[config.mk]
export PLATFORM = sky130hd
export DESIGN_NAME = sq_wave_gen
export DESIGN_NICKNAME = d
export VERILOG_FILES = /design/src/rtl/sq_wave_gen_pkg.sv /design/src/rtl/sq_wave_gen_reload_down_cnt.sv /design/src/rtl/sq_wave_gen.sv
export SDC_FILE = /design/constraint.sdc
export NUM_CORES = 1
export LEC_CHECK = 0
export BUFFER_PORTS_ARGS = -buffer_cell sky130_fd_sc_hd__buf_2
export CAP_MARGIN = 20
export CELL_PAD_IN_SITES_DETAIL_PLACEMENT = 1
export CELL_PAD_IN_SITES_GLOBAL_PLACEMENT = 1
export CORE_ASPECT_RATIO = 0.75
export CORE_UTILIZATION = 42
export DETAILED_ROUTE_END_ITERATION = 10
export GPL_TIMING_DRIVEN = 0
export PLACE_DENSITY_LB_ADDON = 0.1
export SETUP_SLACK_MARGIN = 0.5
export SYNTH_ARGS = -nofsm -noshare
export SYNTH_HDL_FRONTEND = slang
export SYNTH_HIERARCHICAL = 1
export SYNTH_SLANG_ARGS = --single-unit
[constraint.sdc]
create_clock -name Clock -period 4 [get_ports Clock]
set_input_delay 0 -clock Clock [delete_from_list [all_inputs] [get_ports Clock]]
set_output_delay 0 -clock Clock [all_outputs]
set_load 0.02 [all_outputs]
[src/rtl/sq_wave_gen_pkg.sv]
// Shared types and constants for the square-wave / clock-enable generator.
package sq_wave_gen_pkg;

    typedef enum logic {
        IDLE = 1'b0,
        RUN  = 1'b1
    } sqw_state_e;

    localparam int SQW_CNT_W_DEF   = 32;
    localparam int SQW_BURST_W_DEF = 16;

    // Half period giving a 1 kHz wave from a 1 ns Clock.
    localparam int SQW_HP_1KHZ = 500000;

endpackage

[src/rtl/sq_wave_gen_reload_down_cnt.sv]
// Loadable down-counter with zero flag; holds at zero until reloaded.
module reload_down_cnt
    import sq_wave_gen_pkg::*;
#(
    parameter int W = SQW_CNT_W_DEF
) (
    input  logic         clk,
    input  logic         rst,
    input  logic         load,
    input  logic         dec,
    input  logic [W-1:0] load_val,
    output logic [W-1:0] cnt,
    output logic         zero
);

    localparam logic [W-1:0] ZERO_C = {W{1'b0}};
    localparam logic [W-1:0] ONE_C  = {{(W-1){1'b0}}, 1'b1};

    logic [W-1:0] cnt_r;

    // Counter register: load wins over decrement, never wraps below zero.
    always_ff @(posedge clk or posedge rst) begin
        if (rst) begin
            cnt_r <= ZERO_C;
        end else if (load) begin
            cnt_r <= load_val;
        end else if (dec && (cnt_r != ZERO_C)) begin
            cnt_r <= cnt_r - ONE_C;
        end else begin
            cnt_r <= cnt_r;
        end
    end

    assign cnt  = cnt_r;
    assign zero = (cnt_r == ZERO_C);

endmodule

[src/rtl/sq_wave_gen.sv]
// Programmable square-wave / clock-enable generator with burst and graceful stop.
// Optional macro SQ_WAVE_GEN_DUTY_EN adds a separate high-phase length input.
module sq_wave_gen
    import sq_wave_gen_pkg::*;
#(
    parameter int CNT_W   = SQW_CNT_W_DEF,
    parameter int BURST_W = SQW_BURST_W_DEF
) (
    input  logic               Clock,
    input  logic               Reset,
    input  logic               start,
    input  logic               stop,
    input  logic [CNT_W-1:0]   half_period,
`ifdef SQ_WAVE_GEN_DUTY_EN
    input  logic [CNT_W-1:0]   high_period,
`endif
    input  logic [BURST_W-1:0] burst_len,
    output logic               Out,
    output logic               Out_inv,
    output logic               rise_stb,
    output logic               fall_stb,
    output logic               busy,
    output logic               done
);

    localparam logic [CNT_W-1:0]   CNT_ZERO = {CNT_W{1'b0}};
    localparam logic [CNT_W-1:0]   CNT_ONE  = {{(CNT_W-1){1'b0}}, 1'b1};
    localparam logic [BURST_W-1:0] BL_ZERO  = {BURST_W{1'b0}};
    localparam logic [BURST_W-1:0] BL_ONE   = {{(BURST_W-1){1'b0}}, 1'b1};
    localparam logic [BURST_W-1:0] BL_MAX   = {BURST_W{1'b1}};

    sqw_state_e         state_r;
    logic [CNT_W-1:0]   hp_r;
    logic [BURST_W-1:0] bl_r;
    logic [BURST_W-1:0] pcnt_r;
    logic               stop_pend_r;
    logic               out_r;
    logic               rise_stb_r;
    logic               fall_stb_r;
    logic               busy_r;
    logic               done_r;
`ifdef SQ_WAVE_GEN_DUTY_EN
    logic [CNT_W-1:0]   hi_r;
`endif

    logic [CNT_W-1:0]   hi_s;
    logic               hi_ok_s;
    logic               accept_s;
    logic               toggle_s;
    logic               fall_s;
    logic               burst_hit_s;
    logic               exit_s;
    logic [BURST_W-1:0] pcnt_nxt_s;
    logic               cnt_load_s;
    logic               cnt_dec_s;
    logic [CNT_W-1:0]   cnt_val_s;
    logic [CNT_W-1:0]   cnt_s;
    logic               cnt_zero_s;

    reload_down_cnt #(
        .W (CNT_W)
    ) u_phase_cnt (
        .clk      (Clock),
        .rst      (Reset),
        .load     (cnt_load_s),
        .dec      (cnt_dec_s),
        .load_val (cnt_val_s),
        .cnt      (cnt_s),
        .zero     (cnt_zero_s)
    );

    // High-phase length source: separate register when duty control is built in.
    always_comb begin
`ifdef SQ_WAVE_GEN_DUTY_EN
        hi_s    = hi_r;
        hi_ok_s = (high_period != CNT_ZERO);
`else
        hi_s    = hp_r;
        hi_ok_s = 1'b1;
`endif
    end

    // Phase/period decisions for the current cycle and phase-counter control.
    always_comb begin
        accept_s    = 1'b0;
        toggle_s    = 1'b0;
        fall_s      = 1'b0;
        burst_hit_s = 1'b0;
        exit_s      = 1'b0;
        pcnt_nxt_s  = pcnt_r;
        cnt_load_s  = 1'b0;
        cnt_dec_s   = 1'b0;
        cnt_val_s   = CNT_ZERO;
        case (state_r)
            IDLE: begin
                if (start && (half_period != CNT_ZERO) && hi_ok_s) begin
                    accept_s   = 1'b1;
                    cnt_load_s = 1'b1;
                    cnt_val_s  = half_period - CNT_ONE;
                end else begin
                    accept_s   = 1'b0;
                end
            end
            RUN: begin
                toggle_s = cnt_zero_s;
                fall_s   = cnt_zero_s & out_r;
                if (fall_s && (pcnt_r != BL_MAX)) begin
                    pcnt_nxt_s = pcnt_r + BL_ONE;
                end else begin
                    pcnt_nxt_s = pcnt_r;
                end
                burst_hit_s = fall_s && (bl_r != BL_ZERO) && (pcnt_nxt_s == bl_r);
                // A stop only ends the run while Out is low or on its falling edge,
                // so a high pulse is never cut short.
                exit_s = burst_hit_s
                       || (fall_s && (stop || stop_pend_r))
                       || (stop_pend_r && !out_r);
                if (exit_s) begin
                    cnt_load_s = 1'b1;
                    cnt_val_s  = CNT_ZERO;
                end else if (toggle_s) begin
                    cnt_load_s = 1'b1;
                    cnt_val_s  = out_r ? (hp_r - CNT_ONE) : (hi_s - CNT_ONE);
                end else begin
                    cnt_dec_s  = 1'b1;
                end
            end
            default: begin
                exit_s = 1'b1;
            end
        endcase
    end

    // Control FSM with registered outputs.
    always_ff @(posedge Clock or posedge Reset) begin
        if (Reset) begin
            state_r     <= IDLE;
            hp_r        <= CNT_ZERO;
            bl_r        <= BL_ZERO;
            pcnt_r      <= BL_ZERO;
            stop_pend_r <= 1'b0;
            out_r       <= 1'b0;
            rise_stb_r  <= 1'b0;
            fall_stb_r  <= 1'b0;
            busy_r      <= 1'b0;
            done_r      <= 1'b0;
`ifdef SQ_WAVE_GEN_DUTY_EN
            hi_r        <= CNT_ZERO;
`endif
        end else begin
            rise_stb_r <= 1'b0;
            fall_stb_r <= 1'b0;
            done_r     <= 1'b0;
            case (state_r)
                IDLE: begin
                    if (accept_s) begin
                        state_r     <= RUN;
                        hp_r        <= half_period;
                        bl_r        <= burst_len;
                        pcnt_r      <= BL_ZERO;
                        stop_pend_r <= 1'b0;
                        out_r       <= 1'b0;
                        busy_r      <= 1'b1;
`ifdef SQ_WAVE_GEN_DUTY_EN
                        hi_r        <= high_period;
`endif
                    end else begin
                        state_r <= IDLE;
                    end
                end
                RUN: begin
                    if (exit_s) begin
                        state_r     <= IDLE;
                        pcnt_r      <= pcnt_nxt_s;
                        stop_pend_r <= 1'b0;
                        out_r       <= 1'b0;
                        fall_stb_r  <= out_r;
                        busy_r      <= 1'b0;
                        done_r      <= 1'b1;
                    end else begin
                        if (stop) begin
                            stop_pend_r <= 1'b1;
                        end
                        if (toggle_s) begin
                            out_r      <= ~out_r;
                            rise_stb_r <= ~out_r;
                            fall_stb_r <= out_r;
                            pcnt_r     <= pcnt_nxt_s;
                        end
                    end
                end
                default: begin
                    state_r <= IDLE;
                    out_r   <= 1'b0;
                    busy_r  <= 1'b0;
                end
            endcase
        end
    end

    assign Out      = out_r;
    assign Out_inv  = ~out_r;
    assign rise_stb = rise_stb_r;
    assign fall_stb = fall_stb_r;
    assign busy     = busy_r;
    assign done     = done_r;

endmodule

==> flow_metrics.py <==
metrics = {
    "synthesis": {
        "yosysWarningCount": 6,
        "async_reset_ff_frac": 1.000,
        "synth_area_sq_um": 7391,
        "syn-num-nets": 927,
        "ys_seq_area_frac": 0.3487,
        "ys_ff_latch": 103,
        "synth_cells": 870,
        "synth_top_family_by_area": "simple AND/OR/NAND/NOR gates",
        "synth_edf_count": 0,
        "synth_compound_area_frac": 0.1537,
        "avgSynthCellArea_sq_um": 8.495,
        "synth_area_leader_cell": "dfrtp_1",
        "muxShareOfSynthArea": 0.02353,
        "yosys.area_share.simple": 0.3025,
        "ys.flop_type": "dfrtp_1",
        "yosysTopAreaCellShare": 0.3487,
        "yosys.area_share.xor_xnor": 0.1149,
        "yosys-top-cells-area": "dfrtp_1 (35%), nand2_1 (10%), xnor2_1 (8.3%), xor2_1 (3.2%), o32ai_1 (3.1%)",
        "synthDistinctLibCells": 80,
        "synth_adder_area_share": 0.008465,
    },
    "global_routing": {
        "grt.total_usage": 0.3101,
        "grt_pass1_vias": 7530,
        "antenna_found_initial": 0,
        "gr-total-overflow": 0,
        "grt_max_degree": 66,
        "grt_first_pass_wirelength_um": 42640,
    },
    "route": {
        "vias": 7584,
        "ant_nets": 0,
        "wl_per_cell_um": 21.51,
        "drtIter0Drc": 621,
        "viasPerCell": 5.976,
        "firstDrtPassIters": 5,
        "drt_wl_total_um": 27300,
        "drc": 0,
    },
    "clock_network": {
        "clock_path_buffers": 2,
        "cts_tree": "yes",
        "cts_max_level": 3,
        "clkSinkCount": 103,
        "cts_buffers": 9,
        "clock_latency_ns": 0.36,
        "clkTransAtPathRegs_ns": 0.07,
        "cts_root_buffer": "clkbuf_16",
    },
    "placed_design": {
        "dp_slack_ns": -0.9150,
        "port_buffers": 57,
        "hpwl_um": 19550,
        "globalplace.congestion": 0.9194,
        "post_dp_cell_area_sq_um": 8132,
    },
    "floorplan": {
        "start_util": 0.4340,
        "core_sq_um": 17030,
        "fp.dieH_um": 116.9,
        "rows": 41,
        "dieArea_sq_um": 18140,
        "io_pins": 58,
        "die_w_um": 155.2,
    },
    "timing": {
        "fmax_mhz": 253.5,
        "fin_ws_ns": 0.05597,
        "max_slew_margin": 0.4412,
        "final_max_slew_viol_count": 0,
        "tightestPinTransition_ns": 0.8305,
        "post-route-min-period_ns": 3.944,
        "hold_violations": 0,
        "setup_viol": 0,
        "rsz0062_at_grt": "true",
        "min_period_over_period": 0.9860,
        "finClkSkew_ns": 0.004716,
    },
    "power_and_ir_drop": {
        "p_per_area_nw_per_um2": 618.3,
        "power_uw": 5958,
        "leakage_uw": 0.003910,
        "max-vdd-ir-drop_mv": 0.3197,
    },
    "final_layout": {
        "mostFrequentLayoutCells": "nand2_1 (193), dfrtp_1 (98), buf_2 (73)",
        "final_nets": 1085,
        "drive_gt1_frac": 0.2420,
        "diodes": 0,
        "seq_area_sq_um": 2584,
        "final_common_cell": "nand2_1",
        "final_area_sq_um": 9635,
        "multiInputGateArea_sq_um": 4911,
        "fill_cells": 2018,
        "syn2layout_area_growth_pct": 30.37,
    },
    "worst_setup_path": {
        "cp_slowest_cell": "dfrtp_1",
        "end_kind": "flop",
        "start_kind": "flop",
        "timing.critical_path.mode_cell": "nor4_4",
        "max_stage_delay_ns": 0.41,
        "cp_cell_sequence": "nor4_4, nand4b_1, nor3_4, buf_6, nand3_4, nor4_4, o221ai_2, nor4_4, nand4_1, nor4_4, buf_6, buf_8, o32ai_2, a221o_1",
        "worstSetupPathType": "flop to flop",
        "required_ns": 4.24,
        "worstPathMaxFanout": 10,
        "critPathArrivalTime_ns": 4.19,
    },
    "min_path": {
        "hold_path.class": "primary input to flop",
    },
    "flow_run": {
        "max-cap-violations": 0,
    },
    "status": {
        "status": "complete, no violations",
    },
}
worst paths after layout:
path / depth (start not counted) / endpoint / from / slack, ns
max: 14 / u_phase_cnt/cnt[18]$_DFFE_PP0P_ / u_phase_cnt/cnt[30]$_DFFE_PP0P_ / 0.06
min in group asynchronous: 3 / fall_stb$_DFF_PP0_ / Reset / 0.08
min: 3 / hi_s[1]$_DFFE_PP0P_ / half_period[1] / 0.04
min reg2reg: 2 / hi_s[31]$_DFFE_PP0P_ / hi_s[31]$_DFFE_PP0P_ / 0.52
max in group asynchronous: 4 / u_phase_cnt/cnt[23]$_DFFE_PP0P_ / Reset / 3.28
max reg2reg: 14 / u_phase_cnt/cnt[18]$_DFFE_PP0P_ / u_phase_cnt/cnt[30]$_DFFE_PP0P_ / 0.06
cell families (layout without fill, tap and decap cells):
kind of cell | count (synthesis) | after routing
AO/OA/AOI/OAI | 153 | 153
XOR/XNOR | 97 | 97
buffers and inverters | 65 | 228
multiplexers | 16 | 16
flip-flops | 103 | 103
AND/OR/NAND/NOR | 431 | 431
adder cells (fa/ha/maj) | 5 | 5
sequential cells by signal, indices dropped and copies added (netlist names):
register and cells:
busy 1, state_r 1, Out 1, rise_stb 1, bl_r 16, stop_pend_r 1
done 1, fall_stb 1, hi_s 32, pcnt_r 16, u_phase_cnt/cnt 32
layer usage:
layer	wire length, um	up-vias	track usage
met5	0	-	0
met4	399	0	0.07255
met3	1931	34	0.06075
met2	11970	246	0.4697
met1	13000	3816	0.4546
li1	-	3488	-
where the power goes:
part	internal [uW]	total [uW]	leakage (uW)	switching, uW
Combinational	1240	2980	0.00244	1740
Clock	501	947	0.000150	447
Sequential	1450	2030	0.00132	586
final cells by class:
| type | count | share of cell area |
|---|---|---|
| Sequential cell | 103 | 0.2681 |
| Timing Repair Buffer | 147 | 0.1183 |
| Clock buffer | 9 | 0.02337 |
| Multi-Input combinational cell | 702 | 0.5097 |
| Clock inverter | 7 | 0.008960 |
| Buffer | 47 | 0.03350 |
| Inverter | 18 | 0.007402 |
| Tap cell | 236 | 0.03065 |
stage by stage:
| step | utilization | hold WS (ns) | std cells | TNS (ns) |
|---|---|---|---|---|
| 2_1_floorplan | - | 0.1054 | 870 | 0 |
| 3_3_place_gp | 0.4741 | 0.1908 | 1163 | -24.67 |
| 3_5_place_dp | 0.4774 | -0.09561 | 1165 | -26.75 |
| 4_1_cts | 0.5579 | 0.01598 | 1257 | 0 |
| 5_1_grt | 0.5658 | 0.06715 | 1269 | -0.3205 |
| 6_report | 0.5658 | 0.03773 | 1269 | 0 |
Yosys cell counts, types with 6 or more instances:
| cell | instances |
|---|---|
| or4_1 | 14 |
| o21ai_0 | 33 |
| buf_6 | 7 |
| nor2_1 | 48 |
| or2_2 | 6 |
| nor3_1 | 25 |
| dfrtp_1 | 103 |
| mux2_2 | 11 |
| inv_1 | 16 |
| clkbuf_1 | 12 |
| nand3_1 | 23 |
| buf_4 | 6 |
| a21oi_1 | 17 |
| nor4_1 | 31 |
| a31oi_1 | 15 |
| or3_1 | 11 |
| xor2_1 | 27 |
| nand4_1 | 18 |
| buf_2 | 19 |
| xnor2_1 | 70 |
| o22ai_1 | 7 |
| o31ai_1 | 8 |
| nand2_1 | 197 |
| o32ai_1 | 26 |
worst max-delay path, delay by kind of cell, from the launching register on:
kind,cells,cell delay [ns]
compound gates,3,0.65
buf+inv,3,0.50
flops,1,0.41
simple gates,8,2.25
repair_timing:
item                                   4_1_cts  5_1_grt
setup endpoints to repair                   37       35
gates resized for setup                     67       11
setup buffers                               28       12
pin swaps                                   21       11
hold buffers                                48        0
endpoints found under the hold margin      127        0
No activity file was read; power rests on OpenSTA's default activity.
